--- src/rtl/code_copy_master.sv ---
// Bus initiator that copies a block of 32-bit words from a source region to a
// destination region of code memory, one read/write pair per word.
module code_copy_master #(
    parameter int READ_LATENCY = 1,
    parameter int COUNT_WIDTH  = 16
) (
    input  logic                   iCLK,
    input  logic                   iRST,
    input  logic                   iStart,
    input  logic [31:0]            iSrcAddr,
    input  logic [31:0]            iDstAddr,
    input  logic [COUNT_WIDTH-1:0] iWordCount,
    output logic                   oBusy,
    output logic                   oDone,
    output logic                   oError,
    output logic                   oReadEnable,
    output logic                   oWriteEnable,
    output logic [3:0]             oByteEnable,
    output logic [31:0]            oAddress,
    output logic [31:0]            oWriteData,
    input  logic [31:0]            iReadData
);

    localparam int LW = (READ_LATENCY < 1) ? 1 : $clog2(READ_LATENCY + 1);

    typedef enum logic [1:0] {
        S_IDLE,
        S_READ,
        S_WRITE,
        S_FINISH
    } state_t;

    state_t                 r_state;
    state_t                 w_next_state;

    logic [31:0]            r_src;
    logic [31:0]            r_dst;
    logic [COUNT_WIDTH-1:0] r_remaining;
    logic                   r_error;
    logic [LW-1:0]          r_lat_cnt;

    logic                   w_misaligned;
    logic                   w_read_last;
    logic                   w_last_word;
    logic [31:0]            w_src_next;

    logic                   w_busy;
    logic                   w_done;
    logic                   w_error;
    logic                   w_re;
    logic                   w_we;
    logic [3:0]             w_be;
    logic [31:0]            w_addr;
    logic [31:0]            w_wdata;

    assign w_misaligned = (iSrcAddr[1:0] != 2'b00) || (iDstAddr[1:0] != 2'b00);
    assign w_read_last  = (r_lat_cnt == LW'(READ_LATENCY));
    assign w_last_word  = (r_remaining == COUNT_WIDTH'(1));

    // Source address the next READ will present; advances together with r_src.
    assign w_src_next = (r_state == S_IDLE)  ? iSrcAddr :
                        (r_state == S_WRITE) ? r_src + 32'd4 :
                                               r_src;

    // NOTE: sequential state uses non-blocking assignments so every register
    // samples the pre-edge values of its neighbours.
    always_ff @(posedge iCLK) begin
        if (iRST) begin
            r_state <= S_IDLE;
        end else begin
            r_state <= w_next_state;
        end
    end

    // NOTE: every signal written here gets a default first, so no path can
    // leave it unassigned and infer a latch.
    always_comb begin
        w_next_state = r_state;
        unique case (r_state)
            S_IDLE: begin
                if (iStart) begin
                    if (w_misaligned || (iWordCount == '0)) begin
                        w_next_state = S_FINISH;
                    end else begin
                        w_next_state = S_READ;
                    end
                end
            end
            S_READ: begin
                if (w_read_last) begin
                    w_next_state = S_WRITE;
                end
            end
            S_WRITE: begin
                w_next_state = w_last_word ? S_FINISH : S_READ;
            end
            S_FINISH: begin
                w_next_state = S_IDLE;
            end
            default: begin
                w_next_state = S_IDLE;
            end
        endcase
    end

    // Outputs are registered, so they are decoded from the state being entered.
    always_comb begin
        w_busy  = 1'b0;
        w_done  = 1'b0;
        w_error = 1'b0;
        w_re    = 1'b0;
        w_we    = 1'b0;
        w_be    = 4'b0000;
        w_addr  = 32'd0;
        w_wdata = 32'd0;
        unique case (w_next_state)
            S_READ: begin
                w_busy = 1'b1;
                w_re   = 1'b1;
                w_be   = 4'b1111;
                w_addr = w_src_next;
            end
            S_WRITE: begin
                w_busy  = 1'b1;
                w_we    = 1'b1;
                w_be    = 4'b1111;
                w_addr  = r_dst;
                w_wdata = iReadData;
            end
            S_FINISH: begin
                w_busy  = 1'b1;
                w_done  = 1'b1;
                w_error = (r_state == S_IDLE) ? w_misaligned : r_error;
            end
            default: begin
            end
        endcase
    end

    always_ff @(posedge iCLK) begin
        if (iRST) begin
            r_src       <= 32'd0;
            r_dst       <= 32'd0;
            r_remaining <= '0;
            r_error     <= 1'b0;
            r_lat_cnt   <= '0;
        end else begin
            unique case (r_state)
                S_IDLE: begin
                    if (iStart) begin
                        r_src       <= iSrcAddr;
                        r_dst       <= iDstAddr;
                        r_remaining <= iWordCount;
                        r_error     <= w_misaligned;
                        r_lat_cnt   <= '0;
                    end
                end
                S_READ: begin
                    r_lat_cnt <= w_read_last ? '0 : r_lat_cnt + 1'b1;
                end
                S_WRITE: begin
                    r_src       <= r_src + 32'd4;
                    r_dst       <= r_dst + 32'd4;
                    r_remaining <= r_remaining - 1'b1;
                    r_lat_cnt   <= '0;
                end
                S_FINISH: begin
                    r_error <= 1'b0;
                end
                default: begin
                end
            endcase
        end
    end

    always_ff @(posedge iCLK) begin
        if (iRST) begin
            oBusy        <= 1'b0;
            oDone        <= 1'b0;
            oError       <= 1'b0;
            oReadEnable  <= 1'b0;
            oWriteEnable <= 1'b0;
            oByteEnable  <= 4'b0000;
            oAddress     <= 32'd0;
            oWriteData   <= 32'd0;
        end else begin
            oBusy        <= w_busy;
            oDone        <= w_done;
            oError       <= w_error;
            oReadEnable  <= w_re;
            oWriteEnable <= w_we;
            oByteEnable  <= w_be;
            oAddress     <= w_addr;
            oWriteData   <= w_wdata;
        end
    end

endmodule

--- config.mk ---
export PLATFORM = sky130hd
export DESIGN_NAME = code_copy_master
export DESIGN_NICKNAME = d
export VERILOG_FILES = /design/src/rtl/code_copy_master.sv
export SDC_FILE = /design/constraint.sdc
export NUM_CORES = 1
export LEC_CHECK = 0
export ABC_AREA = 1
export BUFFER_PORTS_ARGS = -buffer_cell sky130_fd_sc_hd__buf_2
export CAP_MARGIN = 20
export CORE_ASPECT_RATIO = 2
export CORE_MARGIN = 4
export CORE_UTILIZATION = 31
export DETAILED_ROUTE_END_ITERATION = 10
export RECOVER_POWER = 25
export SLEW_MARGIN = 5
export SYNTH_ARGS = -nofsm -noshare
export SYNTH_HDL_FRONTEND = slang
export SYNTH_SLANG_ARGS = --single-unit
--- constraint.sdc ---
create_clock -name iCLK -period 6.6 [get_ports iCLK]
set_clock_uncertainty 0.2 [all_clocks]
set_input_delay 0 -clock iCLK [delete_from_list [all_inputs] [get_ports iCLK]]
set_output_delay 0 -clock iCLK [all_outputs]
set_load 0.01 [all_outputs]
==> results.md, run 1 <==
* # IOs at 188
* Sequential fraction of the synthesis area at 37.6%
* Distinct cells, synth at 40
* CTS sink count at 154
* Fin. Hold Viols at 0
* Mapped Area at 8190 um2
* Hold path cells at 4
* Final period utilization at between 60% and 70%
* Synth Warn # at 0
* Pre-antenna DRT Iters at 5
* PnR worst setup slack at 2610 ps
* Nets at 1683
* Number of global-route vias before repair at 9339
* Static Leak at 4.73 nW
* Yosys top cell by area: dfxtp_1
* Placed instance area at 9320 um2
* Clock slew at reported path FFs at around 70 ps
* Post-route DRC at 0
* First-pass GRT wire length at 48600 um
* Status: finished clean
* Synth top area share at 37.6%
* Peak Freq at 251 MHz
* CTS tree: built
* CORE AREA at 25900 um2
* Final global-route overflow total at 0
* Unrepaired setup endpoints after global routing: no
* Layout overhead on the synthesized area at 35.6%
* Hold crit path type: input port to flop
* HP Start: iReadData[5]
* Cells after DPL at 1753
* Max clock buf depth at 2
* Die Y at 238 um
* Setup Crit Path Kind: flop to flop
* Net count after synthesis at 1404
* Row count at 83
* IO buf count at roughly 190
* Share of cells above drive strength 1 at 12.3%
* Largest net degree at the start of global routing at 64
* Peak supply drop at 0.000197 V
* TritonCTS buffer count at 17
* CTS H-tree lvls at 4
* Post-cts resize count at 0
* Number of synthesized flops with an enable pin at 0
* Final Wtd Congestion at 1.00
* Cell with the most instances after synthesis: nand2_1
* Final count of negative-setup-slack endpoints at 0
* Fillers at 2689
* Worst Setup End Kind: flop
* Reg-to-Reg Start: r_state[0]
* Async set-reset flop share out of synthesis at 0%
* Clock Latency Late Sink at 440 ps
* DP HPWL at about 23000 um
* Core Util, Final at a little over two fifths
* Top post-synthesis cells by area: dfxtp_1 (38%), nand2_1 (15%), nor2_1 (8.7%)
* Pwr dens at 293 nW/um2
* Startpoint types: flop
* Vias at 9544
* Worst slack, placed at between 2000 and 3000 ps
* Slew Viols, Final at 0
* Initial antenna violation count at 0
* Final non-filler cell total at 1912
* Synth Flop Type: dfxtp_1
* Hold_buf cts at 125
* Post-synth top cells: nand2_1 (338), nor2_1 (190), dfxtp_1 (154)
* Root Buffer Master: clkbuf_16
* GRT Total Usage at 21.6%
* CP required at 6770 ps
* DIE AREA at 29200 um2
* Final WL at 32200 um
* Max-Cap Viols at 0
* Setup TNS at 0 ps
* Initial Utilization at 31.7%
* Initial DRC count at 513
* Final ANT Viol Nets at 0
* Final instance area at 11100 um2
* Post-DR wirelength/cell at approximately 17 um
* Post-Synthesis Mean Instance Area at 6.40 um2
* Least-Margin Pin Slew at ~1000 ps
* WHS at 122 ps
* CP startpoint: r_state[0]
* Postcts setup bufs at 0
* Power after layout at 3.25 mW
* Final Critical Period at 3990 ps
* ANT cells at 0
* Die width at 123 um
* Crit path max fanout at 30
* R2R cell count at 11
* Slew Limit Headroom at a little under a third
* Via density at 4.99
* Mapped Cells at 1280
* Yosys reg bits at 154
* Worst EP arrival at 4160 ps
## layout by cell type, fill, tap and decap left out, types with 17 or more instances in the layout
master / netlist / layout
o21ai_0: 98 / 98
clkbuf_16: 0 / 17
nand2_1: 338 / 338
clkbuf_1: 30 / 57
buf_2: 21 / 131
a22oi_1: 20 / 20
dlygate4sd3_1: 0 / 125
nor2_1: 190 / 190
nand3_1: 74 / 74
inv_1: 129 / 128
a21oi_1: 103 / 103
dfxtp_1: 154 / 154
## routing by layer
layer  wire length, um  up-vias  part of all wire [%]  track usage, %
li1                  -     4701                     -               -
met1             11300     4402                    35            21.3
met2             16900      332                    52            39.6
met3              1640      109                   5.1            2.82
met4              2420        0                   7.5            16.5
met5                 0        -                     0               0
## flip-flops by register name, indices dropped and copies added, names as in the netlist, 2 cells and up
register     flops
oAddress        32
r_src           32
r_remaining     16
r_state          2
oWriteData      32
r_dst           32
## worst paths after layout
check	end	slack (ps)
max	oAddress[8]	2610
min	oWriteData[5]	120
max reg2reg	oAddress[8]	2610
min reg2reg	r_lat_cnt	270
## worst max-delay path, stage by stage, from the launching register on
cell	delay, ps
dfxtp_1	640
nor2_2	190
buf_4	370
inv_1	380
nor2_1	240
nand2_1	70
nand3_1	150
ha_1	730
inv_1	460
a21oi_1	230
o21ai_0	100
a21oi_1	130
## where the power goes
group	internal, mW	switching (mW)	total, mW
Combinational	0.375	0.654	1.03
Sequential	1.08	0.174	1.26
Clock	0.543	0.424	0.967
Total	2.00	1.25	3.25
## layout make-up
type                    count  area, um2  share of cell area (%)
clock inverters            12        115                    1.04
inverters                 134        505                    4.55
multi-input cells         932       4320                    38.9
well taps                 340        425                    3.83
clock buffers              20        457                    4.11
flip-flops and latches    154       3080                    27.7
repair buffers            320       2200                    19.8
## logic make-up after synthesis
logic type                 Yosys count  synth area share, %
DFF                                154                 37.6
xor gates and xnor gates            11                 1.18
buffers and inverters              194                 9.61
AOI/OAI and AO/OA                  261                 17.6
and+or+nand+nor                    651                 32.6
adders and majority gates            9                 1.37
(Power assumes the default switching activity.)
==> run 2: changes to the inputs <==
--- a/config.mk
+++ b/config.mk
@@ -5,7 +5,7 @@
 export SDC_FILE = /design/constraint.sdc
 export NUM_CORES = 1
 export LEC_CHECK = 0
-export ABC_AREA = 1
+export ABC_AREA = 0
 export BUFFER_PORTS_ARGS = -buffer_cell sky130_fd_sc_hd__buf_2
 export CAP_MARGIN = 20
 export CORE_ASPECT_RATIO = 2
==> constraint.sdc (replaced) <==
create_clock -name iCLK -period 3.3 [get_ports iCLK]
set_clock_uncertainty 0.2 [all_clocks]
set_input_delay 0 -clock iCLK [delete_from_list [all_inputs] [get_ports iCLK]]
set_output_delay 0 -clock iCLK [all_outputs]
set_load 0.01 [all_outputs]
==> run 2 against run 1 <==
Sequential power increased by 84%. Hold slack got worse by 37 ps. Register-to-register slack got worse by 2500 ps. Synthesized area decreased by 2.5%. Wire length increased by 2.6%. Flip-flop and latch count unchanged. Die area decreased by 2.4%. Core utilization increased by 1.0 points. Combinational power increased by 38%. Cell count decreased by 15%. Via count decreased by 4.5%. Synthesized cell count decreased by 23%.
==> results.md, run 2 <==
* CTS sink count at 154 (unchanged)
* Seq. cell area at 3080 um2 (about the same)
* Post-Synthesis Mean Instance Area at 8.10 um2 (+27%)
* Number of global-route vias before repair at 9212 (-1.4%)
* Pwr dens at 521 nW/um2 (+78%)
* Post-synthesis mux area share at 2.36% (+2.4 points)
* CORE AREA at 25200 um2 (-2.4%)
* Distinct cells, synth at 78 (+95%)
* Yosys top cell by area: dfxtp_1
* Final Wtd Congestion at 0.903 (-9.7%)
* Worst EP arrival at 3380 ps (-780 ps)
* Pre-antenna DRT Iters at 5 (unchanged)
* IO buf count at 187 (unchanged)
* Final ANT Viol Nets at 0 (unchanged)
* Final non-filler cell total at 1618 (-15%)
* Nets at 1393 (-17%)
* CTS tree: built
* Sequential fraction of the synthesis area at 38.6% (+0.95 points)
* Min-Delay Endpoint: oWriteData[25]
* HP Start: iReadData[25]
* Max-Cap Viols at 0 (unchanged)
* Startpoint types: input port
* Yosys reg bits at 154 (unchanged)
* Post-synth top cells: dfxtp_1 (154), nand2_1 (112), a21oi_1 (82)
* PnR worst setup slack at 116 ps (-2490 ps)
* Fillers at 2619 (-2.6%)
* Synth top area share at 38.6% (+0.95 points)
* Die width at 122 um (-1.2%)
* Hold crit path type: input port to flop
* Hold path cells at 3 (-1)
* Synth Warn # at 0 (unchanged)
* Largest net degree at the start of global routing at 45 (-30%)
* Initial antenna violation count at 0 (unchanged)
* Setup Crit Path Kind: input port to flop
* Layout overhead on the synthesized area at 39.0%
* Mapped Cells at 986 (-23%)
* Commonest non-fill, non-tap cells in the layout: dfxtp_1 (153), buf_2 (131), dlygate4sd3_1 (126)
* Final period utilization at 96.5%
* Clock Latency Late Sink at 450 ps (about the same)
* Cells after DPL at 1458 (-17%)
* First-pass GRT wire length at 50400 um (+3.7%)
* Final global-route overflow total at 0 (unchanged)
* Slack of the worst reg-to-reg path at 140 ps (-2470 ps)
* Share of cells above drive strength 1 at 18.6% (+6.4 points)
* DIE AREA at 28600 um2 (-2.4%)
* Clock slew at reported path FFs at 70 ps (about the same)
* Die Y at 235 um (-1.2%)
* Compound-cell area share of the yosys netlist at 25.0% (+7.4 points)
* Mapped Area at 7990 um2 (-2.5%)
* Xor and xnor area share after synthesis at 0.658% (-0.52 points)
* Initial DRC count at 640 (+25%)
* Via density at 5.64 (+13%)
* Async set-reset flop share out of synthesis at 0% (unchanged)
* Net count after synthesis at 1110 (-21%)
* Fin. Hold Viols at 0 (unchanged)
* Peak Freq at 314 MHz
* Post-route DRC at 0 (unchanged)
* Top post-synthesis cells by area: dfxtp_1 (39%), nand2_1 (5.3%), a21oi_1 (5.1%)
* ANT cells at 0 (unchanged)
* Max clock buf depth at 2 (unchanged)
* Least-Margin Pin Slew at 598 ps (-439 ps)
* Post-DR wirelength/cell at 20.4 um (+21%)
* Largest family of logic cells by synthesized area: simple AND/OR/NAND/NOR gates
* GRT Total Usage at 22.9% (+1.3 points)
* Cell with the most instances after synthesis: dfxtp_1
* DP HPWL at 23700 um (+2.1%)
* TritonCTS buffer count at 17 (unchanged)
* Root Buffer Master: clkbuf_16
* Core Util, Final at 44.0% (+1.0 points)
* Status: finished clean
* Simple-gate share of the synthesized area at 25.8% (-6.8 points)
* Multi-input logic area at 4450 um2 (+3.1%)
* Final WL at 33000 um (+2.6%)
* Slew Limit Headroom at 59.8% (+29 points)
* CP required at 3500 ps (-3270 ps)
* Worst slack, placed at 66.0 ps (-2570 ps)
* R2R cell count at 12 (+1)
* Slew Viols, Final at 0 (unchanged)
* Critical R2R Capture: oAddress[18]
* Worst Setup End Kind: flop
* WHS at 84.5 ps (-37.4 ps)
* # IOs at 188 (unchanged)
* Synth Flop Type: dfxtp_1
* Final count of negative-setup-slack endpoints at 0 (unchanged)
* Static Leak at 4.24 nW (-10%)
* Unrepaired setup endpoints after global routing: yes
* Initial Utilization at 31.7% (about the same)
* Adder-Cell Fraction of Synth Area at 1.41% (+0.035 points)
* Crit path max fanout at 14 (-53%)
* Peak supply drop at 0.000338 V (+72%)
* Row count at 82 (-1.2%)
* CTS H-tree lvls at 4 (unchanged)
* Vias at 9119 (-4.5%)
* Final Critical Period at ~3200 ps
* Most common cell after layout, fill and taps aside: dfxtp_1
* Reg-to-Reg Start: r_remaining[8]
* Number of synthesized flops with an enable pin at 0 (unchanged)
run 2: changes by cell type in the layout (fill, tap and decap cells not counted), sizes merged, moves of 17 or more:
| cell | previous run | this run |
|---|---|---|
| nor4 | 5 | 31 |
| a211oi | 2 | 21 |
| a21oi | 103 | 83 |
| nor2 | 197 | 61 |
| o22ai | 2 | 24 |
| o21ai | 105 | 50 |
| inv | 137 | 24 |
| nand3 | 75 | 42 |
| buf | 139 | 172 |
| and3 | 0 | 17 |
| nand2 | 341 | 112 |
| and2 | 2 | 39 |
run 2: kinds of logic (layout without fill, tap and decap cells):
group / after synthesis / count (layout)
buffers and inverters: 107 / 403
AND/OR/NAND/NOR: 390 / 390
flip-flops: 154 / 154
multiplexers: 18 / 18
XOR/XNOR: 6 / 6
AO/OA/AOI/OAI: 302 / 302
adder cells (fa/ha/maj): 9 / 9
run 2: cell type report:
type	count	share of cell area (%)
tap	336	3.79
inverter	17	0.575
sequential	154	27.8
multi-input combinational	725	40.1
timing repair buffer	354	22.3
clock buffer	17	3.83
clock inverter	15	1.63
run 2: how the worst max path moves through the flow:
| stage | start | endpoint | slack (ps) | cells past startpoint |
|---|---|---|---|---|
| 3_5_place_dp | r_remaining[9] | oAddress[21] | 70 | 12 |
| 5_1_grt | r_remaining[8] | oAddress[24] | -50 | 12 |
| 6_report | iWordCount[11] | oAddress[18] | 120 | 14 |
| 2_1_floorplan | r_remaining[2] | oAddress[14] | 30 | 15 |
| 4_1_cts | r_remaining[9] | oAddress[21] | 20 | 12 |
| 3_3_place_gp | r_remaining[9] | oAddress[15] | 150 | 12 |
run 2: worst max-delay path: stages:
cell and delay (ps):
dlygate4sd3_1 570, buf_2 150, nor4_1 430, nand4_1 210, a21oi_1 260, o22ai_2 150
inv_1 120, ha_1 250, nor3b_1 290, buf_4 280, nand2_1 150, a41o_1 230
a21boi_0 170, a221o_1 120
run 2: timing repair:
item	in CTS	in global routing
endpoints found under the hold margin	150	0
setup buffers	0	2
hold buffers	126	0
gates resized for setup	0	5
setup endpoints to repair	0	28
run 2: layer usage:
layer / share of wire, % / up-vias / GRT usage (%) / wire, um
met5: 0 / - / 0 / 0
met4: 7.9 / 0 / 17.1 / 2610
met3: 5.3 / 144 / 3.73 / 1760
met2: 54 / 432 / 42.6 / 17700
met1: 33 / 4306 / 21.7 / 10900
li1: - / 4237 / - / -
run 2: power breakdown:
group	leakage (nW)	switching (mW)	internal (mW)
logic	2.68	0.793	0.622
registers	1.26	0.259	2.06
clock network	0.296	0.910	1.14
run 2: stage by stage:
| step | power, mW | TNS [ps] | instance area, um2 |
|---|---|---|---|
| final | 5.79 | 0 | 11100 |
| after global routing | 6.05 | -249 | 11100 |
| after CTS | 5.80 | 0 | 11100 |
| after detailed placement | 3.61 | 0 | 9260 |
| after global placement | 3.59 | 0 | 9260 |
| after floorplan | 3.09 | 0 | 7990 |
